==> config.mk <==
export PLATFORM = sky130hd
export DESIGN_NAME = obi_ctx_arbiter
export DESIGN_NICKNAME = d
export VERILOG_FILES = /design/src/rtl/obi_ctx_arb_pkg.sv /design/src/rtl/obi_ctx_track_fifo.sv /design/src/rtl/obi_ctx_arbiter.sv
export SDC_FILE = /design/constraint.sdc
export NUM_CORES = 1
export LEC_CHECK = 0
export BUFFER_PORTS_ARGS = -buffer_cell sky130_fd_sc_hd__buf_4
export CAP_MARGIN = 20
export CORE_AREA = 4 4 121 123
export DETAILED_ROUTE_END_ITERATION = 8
export DIE_AREA = 0 0 125 127
export PLACE_DENSITY = 0.61
export SYNTH_ARGS = -nofsm -noshare
export SYNTH_HDL_FRONTEND = slang
export SYNTH_SLANG_ARGS = --single-unit
==> constraint.sdc <==
create_clock -name clk_i -period 6.7 [get_ports clk_i]
set_clock_uncertainty 0.2 [all_clocks]
set_input_delay 1.005 -clock clk_i [delete_from_list [all_inputs] [get_ports clk_i]]
set_output_delay 1.005 -clock clk_i [all_outputs]
set_load 0.01 [all_outputs]
==> src/rtl/obi_ctx_arb_pkg.sv <==
// Shared types for the core / context-engine OBI data-port arbiter.
package obi_ctx_arb_pkg;

    typedef enum logic {
        SRC_CORE = 1'b0,
        SRC_CTX  = 1'b1
    } arb_src_e;

    typedef struct packed {
        arb_src_e src;
        logic     we;
    } track_entry_t;

    typedef enum logic [1:0] {
        ST_IDLE      = 2'd0,
        ST_HOLD_CORE = 2'd1,
        ST_HOLD_CTX  = 2'd2
    } arb_state_e;

endpackage

==> src/rtl/obi_ctx_track_fifo.sv <==
// In-order FIFO recording the issuing master and direction of each accepted bus transaction.
module obi_ctx_track_fifo
    import obi_ctx_arb_pkg::*;
#(
    parameter int unsigned DEPTH = 4,
    localparam int unsigned PtrW = (DEPTH > 1) ? $clog2(DEPTH) : 1,
    localparam int unsigned CntW = $clog2(DEPTH + 1)
) (
    input  logic            clk_i,
    input  logic            rst_i,
    input  logic            push_i,
    input  track_entry_t    push_data_i,
    input  logic            pop_i,
    output track_entry_t    head_o,
    output logic            full_o,
    output logic            empty_o,
    output logic [CntW-1:0] count_o
);

    track_entry_t    mem_q [DEPTH];
    logic [PtrW-1:0] wr_ptr_q;
    logic [PtrW-1:0] rd_ptr_q;
    logic [CntW-1:0] count_q;
    logic            do_push;
    logic            do_pop;

    assign full_o  = (count_q == CntW'(DEPTH));
    assign empty_o = (count_q == '0);
    assign count_o = count_q;
    assign head_o  = mem_q[rd_ptr_q];
    assign do_push = push_i & ~full_o;
    assign do_pop  = pop_i & ~empty_o;

    // Pointers wrap naturally because DEPTH is a power of two.
    always_ff @(posedge clk_i) begin
        if (rst_i) begin
            wr_ptr_q <= '0;
            rd_ptr_q <= '0;
            count_q  <= '0;
        end else begin
            if (do_push) begin
                mem_q[wr_ptr_q] <= push_data_i;
                wr_ptr_q        <= wr_ptr_q + PtrW'(1);
            end
            if (do_pop) begin
                rd_ptr_q <= rd_ptr_q + PtrW'(1);
            end
            case ({do_push, do_pop})
                2'b10:   count_q <= count_q + CntW'(1);
                2'b01:   count_q <= count_q - CntW'(1);
                default: count_q <= count_q;
            endcase
        end
    end

endmodule

==> src/rtl/obi_ctx_arbiter.sv <==
// Shares the data-memory OBI bus between the core LSU and the context engine, routing responses in order.
// Optional starvation guard for the context engine: define CTX_ARB_STARVE_GUARD_EN.
module obi_ctx_arbiter
    import obi_ctx_arb_pkg::*;
#(
    parameter int unsigned MAX_OUTSTANDING = 4,
    parameter int unsigned MAX_CORE_BURST  = 8
) (
    input  logic                                 clk_i,
    input  logic                                 rst_i,
    input  logic                                 core_req_i,
    input  logic                                 core_we_i,
    input  logic [3:0]                           core_be_i,
    input  logic [31:0]                          core_addr_i,
    input  logic [31:0]                          core_wdata_i,
    output logic                                 core_gnt_o,
    output logic                                 core_rvalid_o,
    output logic [31:0]                          core_rdata_o,
    input  logic                                 ctx_req_i,
    input  logic                                 ctx_we_i,
    input  logic [31:0]                          ctx_addr_i,
    input  logic [31:0]                          ctx_wdata_i,
    output logic                                 ctx_gnt_o,
    output logic                                 ctx_rvalid_o,
    output logic [31:0]                          ctx_rdata_o,
    output logic                                 bus_req_o,
    output logic                                 bus_we_o,
    output logic [3:0]                           bus_be_o,
    output logic [31:0]                          bus_addr_o,
    output logic [31:0]                          bus_wdata_o,
    input  logic                                 bus_gnt_i,
    input  logic                                 bus_rvalid_i,
    input  logic [31:0]                          bus_rdata_i,
    output logic [$clog2(MAX_OUTSTANDING+1)-1:0] outstanding_o,
    output logic                                 orphan_rsp_o
);

    if (MAX_OUTSTANDING < 2 || (MAX_OUTSTANDING & (MAX_OUTSTANDING - 1)) != 0 ||
        MAX_CORE_BURST < 1) begin : g_bad_cfg
        $error("obi_ctx_arbiter: MAX_OUTSTANDING must be a power of two >= 2, MAX_CORE_BURST >= 1");
    end

    arb_state_e   state_q;
    arb_state_e   state_d;
    logic         sel_valid;
    arb_src_e     sel_src;
    logic         xfer;
    logic         ctx_first;
    logic         fifo_full;
    logic         fifo_empty;
    logic         pop;
    track_entry_t head;
    track_entry_t push_entry;
    logic         orphan_q;

`ifdef CTX_ARB_STARVE_GUARD_EN
    localparam int unsigned BurstW = $clog2(MAX_CORE_BURST + 1);
    logic [BurstW-1:0] burst_q;

    // Counts core grants taken while ctx was waiting; saturates at the limit.
    always_ff @(posedge clk_i) begin
        if (rst_i || !ctx_req_i || (xfer && sel_src == SRC_CTX)) begin
            burst_q <= '0;
        end else if (xfer && burst_q != BurstW'(MAX_CORE_BURST)) begin
            burst_q <= burst_q + BurstW'(1);
        end
    end

    assign ctx_first = (burst_q == BurstW'(MAX_CORE_BURST));
`else
    assign ctx_first = 1'b0;
`endif

    // Arbitration and next state; the HOLD states freeze the selection until grant.
    always_comb begin
        sel_valid = 1'b0;
        sel_src   = SRC_CORE;
        bus_req_o = 1'b0;
        xfer      = 1'b0;
        state_d   = state_q;
        if (!rst_i) begin
            unique case (state_q)
                ST_HOLD_CORE: begin
                    sel_valid = 1'b1;
                    sel_src   = SRC_CORE;
                    bus_req_o = core_req_i;
                end
                ST_HOLD_CTX: begin
                    sel_valid = 1'b1;
                    sel_src   = SRC_CTX;
                    bus_req_o = ctx_req_i;
                end
                default: begin
                    if (!fifo_full && (core_req_i || ctx_req_i)) begin
                        sel_valid = 1'b1;
                        bus_req_o = 1'b1;
                        sel_src   = (ctx_req_i && (ctx_first || !core_req_i)) ? SRC_CTX : SRC_CORE;
                    end
                end
            endcase
        end
        xfer = bus_req_o & bus_gnt_i;
        if (xfer) begin
            state_d = ST_IDLE;
        end else if (bus_req_o) begin
            state_d = (sel_src == SRC_CTX) ? ST_HOLD_CTX : ST_HOLD_CORE;
        end
    end

    always_ff @(posedge clk_i) begin
        if (rst_i) begin
            state_q <= ST_IDLE;
        end else begin
            state_q <= state_d;
        end
    end

    // Request field mux; ctx always writes full words.
    always_comb begin
        bus_we_o    = 1'b0;
        bus_be_o    = 4'h0;
        bus_addr_o  = 32'h0;
        bus_wdata_o = 32'h0;
        if (sel_valid) begin
            if (sel_src == SRC_CTX) begin
                bus_we_o    = ctx_we_i;
                bus_be_o    = 4'hF;
                bus_addr_o  = ctx_addr_i;
                bus_wdata_o = ctx_wdata_i;
            end else begin
                bus_we_o    = core_we_i;
                bus_be_o    = core_be_i;
                bus_addr_o  = core_addr_i;
                bus_wdata_o = core_wdata_i;
            end
        end
    end

    assign core_gnt_o = xfer & (sel_src == SRC_CORE);
    assign ctx_gnt_o  = xfer & (sel_src == SRC_CTX);
    assign push_entry = track_entry_t'{src: sel_src, we: bus_we_o};

    obi_ctx_track_fifo #(
        .DEPTH (MAX_OUTSTANDING)
    ) u_track_fifo (
        .clk_i       (clk_i),
        .rst_i       (rst_i),
        .push_i      (xfer),
        .push_data_i (push_entry),
        .pop_i       (pop),
        .head_o      (head),
        .full_o      (fifo_full),
        .empty_o     (fifo_empty),
        .count_o     (outstanding_o)
    );

    // Responses for ctx writes are consumed without signalling either master.
    assign pop           = bus_rvalid_i & ~fifo_empty & ~rst_i;
    assign core_rvalid_o = pop & (head.src == SRC_CORE);
    assign ctx_rvalid_o  = pop & (head.src == SRC_CTX) & ~head.we;
    assign core_rdata_o  = bus_rdata_i;
    assign ctx_rdata_o   = bus_rdata_i;

    always_ff @(posedge clk_i) begin
        if (rst_i) begin
            orphan_q <= 1'b0;
        end else if (bus_rvalid_i && fifo_empty) begin
            orphan_q <= 1'b1;
        end
    end

    assign orphan_rsp_o = orphan_q;

endmodule

==> summary.md, run 1 <==
| Metric | Value |
|---|---|
| Number of antenna violations at the first check in global routing | 0 |
| Remaining antenna violation count | 0 |
| Highest attainable clock frequency | around 230 MHz |
| Crit path arrival time | 3140 ps |
| Final setup violation count | 0 |
| Final weighted congestion in routability-driven placement | about 0.81 |
| Tightest Hold Check Type | flop to flop |
| Layout overhead on the synthesized area | 50.18% |
| Hold violation count in the final report | 0 |
| Post CTS Setup Buffer Count | 0 |
| Layout cells sized above 1 | 51.79% |
| Number of buffers inserted for hold repair after clock tree synthesis | 0 |
| Antenna diode count | 0 |
| CTS Sinks | 20 |
| Fraction of registers with async set/reset | 0% |
| LEAKAGE | 2.216 nW |
| Setup repair after global routing missed its margin | no |
| Via count of the first global-routing pass | 2992 |
| Total via count after detailed routing | 2896 |
| Count of pins over their slew limit | 0 |
| Number of buffers created by CTS | 3 |
| Critical Setup Path Class | flop to output port |
| Kind of start point of the critical path | flop |
| Cell Area, Synth | 2723 µm² |
| Clock root cell | sky130_fd_sc_hd__clkbuf_16 |
| Time the final worst path needs with I/O delays and setup | 4350 ps |
| Placement-stage worst setup slack | 2358 ps |
| Placement row count | 43 |
| Longest individual stage delay on the worst path | approximately 630 ps |
| Worst Setup End Kind | output port |
| Worst-Skew Late Latency | around 250 ps |
| Level count of the clock H-tree | 1 |
| Clock-pin slew of the registers on the worst-case setup and hold paths | approximately 50 ps |
| Post-route worst hold slack | 263.8 ps |
| Wirelength, routed | roughly 11000 µm |
| Global-route wire length before repair | 16850 µm |
| Slowest stage cell, crit path | sky130_fd_sc_hd__nor2_4 |
| Commonest cells in the netlist | sky130_fd_sc_hd__a21o_1, sky130_fd_sc_hd__buf_4, sky130_fd_sc_hd__nor4b_1 |
| Register-to-register path setup slack | 3420 ps |
| Count of port buffers added during placement | 217 |
| Cells resized by post-CTS repair | 0 |
| Number of remaining DRC errors | 0 |
| Die ar. | 15880 µm² |
| Number of fillers in the final layout | ~1500 |
| Total grt overflow | 0 |
| Total Negative Setup Slacks | 0 ps |
| Synthesized area divided by synthesized cell count | between 8 and 9 µm² |
| CTS tree | built |
| Post-route setup slack | 2350 ps |
| Post-detail-place hpwl | 9274 µm |
| Yosys top cell area share | 20.91% |
| Top-Level Pins | 314 |
| Most used cell along the critical path | sky130_fd_sc_hd__buf_4 |
| Worst-path maximum fanout | 39 |
| Yosys synthesis warning count | 0 |
| Layout net count | ~630 |
| Part of the Yosys area used for sequential elements | 17.65% |
| Distinct cell type count of the synthesized netlist | 35 |
| Required time of the worst setup path | 5490 ps |
| Worst slew margin | 37.37% |
| Maximum buffer depth of the clock tree | 2 |
| Post-Syn Instances | 317 |
| Outcome | complete, no violations |
| Top flip-flop cell by instance count after synthesis | sky130_fd_sc_hd__dfxtp_1 |
| Detailed-route wire length per cell | 18.07 µm |
| Vertical die dimension | 127 µm |
| Number of synthesized flops with an enable pin | 8 |
| Core Area | 13670 µm² |
| Delay-heaviest family, CP | simple AND/OR/NAND/NOR gates |
| DR vias/cell | 4.611 |
| Initial core utilization | around 20% |
| Overall track demand over capacity in global routing | about an eighth |
| 1st-pass router iterations | 4 |
| Transition time at the pin with the least slew margin | 939.5 ps |
| Number of violations reported at the end of detailed-routing iteration 0 | 176 |
| Synth area leader | sky130_fd_sc_hd__nor4b_1 |
| Power per cell area | 156.9 nW/µm² |
| Share of the clock period used by the worst path after layout | 64.92% |
| Worst supply voltage drop on vdd | 0.00007358 V |
| WP buf/inv | 3 |
| Yosys reg bits | 20 |
| Cells taking the most area after synthesis | sky130_fd_sc_hd__nor4b_1, sky130_fd_sc_hd__a21o_1, sky130_fd_sc_hd__buf_4, sky130_fd_sc_hd__dfxtp_1, sky130_fd_sc_hd__edfxtp_1 |
| Share of the core filled with cells in the final layout | approximately 30% |
| Syn Nets | 497 |
| Die Wd | 125 µm |
| Chain of cells forming the critical path | inv_1 -> ha_1 -> nand2_1 -> o32a_1 -> nor2_4 -> buf_4 -> a21o_1 -> buf_4 |
| Number of maximum-capacitance constraint violations | 0 |
| Largest net degree at the start of global routing | ~60 |
flip-flops by register name (all words and copies together) (netlist names), named ones only:
register / cells
u_track_fifo.mem_q: 8
u_track_fifo.count_o: 3
state_q: 2
u_track_fifo.rd_ptr_q: 2
u_track_fifo.wr_ptr_q: 2
orphan_rsp_o: 1
worst register-to-register path: cells and delay by family, from the launching register on:
kind,cells,cell delay [ps]
fa+ha+maj,3,1060
flops,1,340
xor+xnor,1,160
simple gates,2,960
compound gates,2,300
buf+inv,2,190
cells by family (layout without fill, tap and decap cells):
logic type / count (synthesis) / after routing / synth area share (%)
buf+inv: 101 / 232 / 24.49
mux: 3 / 3 / 2.022
flops: 20 / 20 / 17.65
compound gates: 81 / 81 / 22.43
fa+ha+maj: 8 / 8 / 3.952
xor+xnor: 5 / 5 / 1.609
simple gates: 99 / 99 / 27.85
path summary, 6_finish.rpt:
check                                         end                       from  cells past startpoint
max                                      bus_we_o    state_q[0]$_SDFFE_PP0N_                      8
min                     orphan_rsp_o$_SDFFE_PP0P_  orphan_rsp_o$_SDFFE_PP0P_                      2
max reg2reg  u_track_fifo.count_o[2]$_SDFFE_PP0P_    state_q[0]$_SDFFE_PP0N_                     10
min reg2reg             orphan_rsp_o$_SDFFE_PP0P_  orphan_rsp_o$_SDFFE_PP0P_                      2
layer usage:
layer	track usage [%]	routed length (µm)	vias up
met3	3.261	897	7
met1	15.18	4310	1372
met5	0	0	-
met4	1.403	42	0
met2	24.36	6096	149
li1	-	-	1368
power breakdown:
part           total (mW)  internal [mW]  switching, mW
clock               0.161          0.118         0.0429
combinational       0.333          0.177          0.156
sequential          0.147          0.137        0.00984
total               0.642          0.433          0.209
through the flow:
stage	cells	instance area, µm²	power (mW)
6_report	628	4089	0.6417
5_1_grt	628	4089	0.6800
4_1_cts	628	4089	0.6496
3_5_place_dp	624	3984	0.4853
3_3_place_gp	624	3984	0.4823
2_1_floorplan	317	2723	0.3580
final cells by class:
class	count	area, µm²	area share [%]
clock inverter	1	30.03	0.7344
timing repair buffer	221	1659	40.58
tap	180	225.2	5.508
clock buffer	3	75.07	1.836
inverter	7	26.28	0.6426
multi-input combinational	196	1593	38.95
sequential	20	480.5	11.75
placed cells by master (no fill, tap or decap), types with 3 or more instances in the layout:
master	n
sky130_fd_sc_hd__buf_4	221
sky130_fd_sc_hd__nor4b_1	65
sky130_fd_sc_hd__a21o_1	65
sky130_fd_sc_hd__nor2_1	14
sky130_fd_sc_hd__dfxtp_1	12
sky130_fd_sc_hd__edfxtp_1	8
sky130_fd_sc_hd__inv_1	7
sky130_fd_sc_hd__ha_1	7
sky130_fd_sc_hd__o31ai_1	4
sky130_fd_sc_hd__o21a_1	4
sky130_fd_sc_hd__and2_1	4
sky130_fd_sc_hd__nor3_1	4
sky130_fd_sc_hd__nand2_1	3
sky130_fd_sc_hd__xnor2_1	3
sky130_fd_sc_hd__clkbuf_16	3
Power figures use the tool's default switching activity.
==> run 2: changes to the inputs <==
- clock period: 6.7 -> 4.23 ns (I/O delays scaled with it)
==> run 2 against run 1 <==
- worst setup slack got worse by 1700 ps
- clock power rose by 59%
- cell count rose by 0.32%
- combinational power rose by 58%
- count of clock-buffer cells in the layout did not move
- critical path depth did not move
- core utilization rose by 0.11 points
- routed wire length fell by 3.9%
- total power rose by 58%
- first-iteration DRC count fell by 61%
==> summary.md, run 2 (synthesis gave the netlist of run 1 again) <==
| Metric | Value |
|---|---|
| Final setup violation count | 0 |
| Worst setup path endpoint | bus_we_o |
| Wirelength, routed | 10900 µm |
| Time the final worst path needs with I/O delays and setup | ~3600 ps |
| Via count of the first global-routing pass | 2861 |
| Critical Setup Path Class | flop to output port |
| Depth of the most critical reg-to-reg path | 10 |
| Critical path launch point | state_q[0]$_SDFFE_PP0N_ |
| DR vias/cell | 4.473 |
| Layout cells sized above 1 | 52.00% |
| Antenna diode count | 0 |
| Top-Level Pins | 314 |
| Tightest Hold Check Type | flop to flop |
| Clock root cell | sky130_fd_sc_hd__clkbuf_16 |
| Worst Setup End Kind | output port |
| Power per cell area | 247.5 nW/µm² |
| Number of remaining DRC errors | 0 |
| Number of violations reported at the end of detailed-routing iteration 0 | 68 |
| Post-route setup slack | between 600 and 700 ps |
| Core Area | roughly 14000 µm² |
| WP buf/inv | 3 |
| Cells resized by post-CTS repair | 0 |
| Layout net count | 631 |
| Worst-Skew Late Latency | between 200 and 300 ps |
| Overall track demand over capacity in global routing | 12.26% |
| Level count of the clock H-tree | 1 |
| Count of pins over their slew limit | 0 |
| Total Negative Setup Slacks | 0 ps |
| Total via count after detailed routing | 2818 |
| Largest register FFs | 8 |
| Largest net degree at the start of global routing | 57 |
| Final weighted congestion in routability-driven placement | 0.8156 |
| Crit path arrival time | 2720 ps |
| Delay-heaviest family, CP | compound AO/OA/AOI/OAI gates |
| Highest attainable clock frequency | 281.1 MHz |
| Layout overhead on the synthesized area | 50.74% |
| Setup repair after global routing missed its margin | no |
| Vertical die dimension | 127 µm |
| Global-route wire length before repair | 15880 µm |
| Number of buffers inserted for hold repair after clock tree synthesis | 0 |
| Die ar. | 15880 µm² |
| Kind of start point of the critical path | flop |
| Clock-pin slew of the registers on the worst-case setup and hold paths | 50 ps |
| Placement-stage worst setup slack | 888.2 ps |
| Outcome | complete, no violations |
| Detailed-route wire length per cell | 17.30 µm |
| Chain of cells forming the critical path | inv_1 -> ha_1 -> nand2_1 -> o32a_1 -> nor2_4 -> buf_4 -> a21o_1 -> buf_4 |
| Count of port buffers added during placement | 217 |
| Die Wd | 125 µm |
| 1st-pass router iterations | 4 |
| Total grt overflow | 0 |
| Number of buffers created by CTS | 3 |
| Commonest cells after routing, fill and taps aside | sky130_fd_sc_hd__buf_4, sky130_fd_sc_hd__nor4b_1, sky130_fd_sc_hd__a21o_1, sky130_fd_sc_hd__nor2_1, sky130_fd_sc_hd__dfxtp_1 |
| Worst R2R Start | state_q[0]$_SDFFE_PP0N_ |
| Required time of the worst setup path | 3400 ps |
| Maximum buffer depth of the clock tree | 2 |
| Post CTS Setup Buffer Count | 0 |
| Worst supply voltage drop on vdd | 0.0001270 V |
| Worst slew margin | 30.84% |
| CTS tree | built |
| Placement row count | 43 |
| Longest individual stage delay on the worst path | 410 ps |
| Remaining antenna violation count | 0 |
| Worst-path maximum fanout | 29 |
| R2R Path End | u_track_fifo.count_o[2]$_SDFFE_PP0P_ |
| Most used cell along the critical path | sky130_fd_sc_hd__buf_4 |
| Number of antenna violations at the first check in global routing | 0 |
| Number of fillers in the final layout | 1456 |
| Hold violation count in the final report | 0 |
| Register-to-register path setup slack | 1060 ps |
| LEAKAGE | around 2.2 nW |
| Initial core utilization | 19.92% |
| CTS Sinks | 20 |
| Worst path depth | 8 |
| Transition time at the pin with the least slew margin | 1037 ps |
| Slowest stage cell, crit path | sky130_fd_sc_hd__ha_1 |
| Most common cell after layout, fill and taps aside | sky130_fd_sc_hd__buf_4 |
| Number of maximum-capacitance constraint violations | 0 |
| Share of the clock period used by the worst path after layout | 84.10% |
| Most flops, register | u_track_fifo.mem_q |
| Post-detail-place hpwl | roughly 9000 µm |
## run 2: routing by layer
metal / wire (µm) / GRT usage, % / vias up
li1: - / - / 1371
met1: 4113 / 14.04 / 1298
met2: 5787 / 22.90 / 138
met3: 916 / 3.679 / 11
met4: 82 / 1.977 / 0
met5: 0 / 0 / -
## run 2: worst min path at each step
stage,startpoint,slack [ps],endpoint,cells after the start
after floorplan,state_q[1]$_SDFFE_PP0N_,270,state_q[1]$_SDFFE_PP0N_,2
after global placement,orphan_rsp_o$_SDFFE_PP0P_,250,orphan_rsp_o$_SDFFE_PP0P_,2
after detailed placement,orphan_rsp_o$_SDFFE_PP0P_,280,orphan_rsp_o$_SDFFE_PP0P_,2
after CTS,orphan_rsp_o$_SDFFE_PP0P_,290,orphan_rsp_o$_SDFFE_PP0P_,2
after global routing,state_q[0]$_SDFFE_PP0N_,330,state_q[0]$_SDFFE_PP0N_,2
final,orphan_rsp_o$_SDFFE_PP0P_,280,orphan_rsp_o$_SDFFE_PP0P_,2
## run 2: worst min-delay path, stage by stage (launching register included)
cell and delay, ps:
sky130_fd_sc_hd__dfxtp_1 330, sky130_fd_sc_hd__a21oi_1 40, sky130_fd_sc_hd__nor2_1 70
## run 2: cell type report
cell class	instances	area (µm²)	share of cell area, %
sequential	20	480.5	11.71
clock buffer	3	75.07	1.829
clock inverter	1	30.03	0.7317
multi-input combinational	196	1593	38.81
timing repair buffer	223	1674	40.79
tap	180	225.2	5.488
inverter	7	26.28	0.6402
## run 2: where the power goes
group	switching, mW	internal (mW)
Combinational	0.244	0.283
Clock	0.0685	0.188
Sequential	0.0156	0.217
Total	0.328	0.688
## run 2: stage by stage
step | std cells | total power [mW] | hold slack [ps] | instance area (µm²) | utilization (%)
floorplan | 317 | 0.5670 | 267.7 | 2723 | -
global placement | 626 | 0.7620 | 254.1 | 3999 | 29.26
detailed placement | 626 | 0.7669 | 279.6 | 3999 | 29.26
CTS | 630 | 1.030 | 292.6 | 4104 | 30.03
global route | 630 | 1.076 | 335.0 | 4104 | 30.03
finish | 630 | 1.016 | 277.4 | 4104 | 30.03
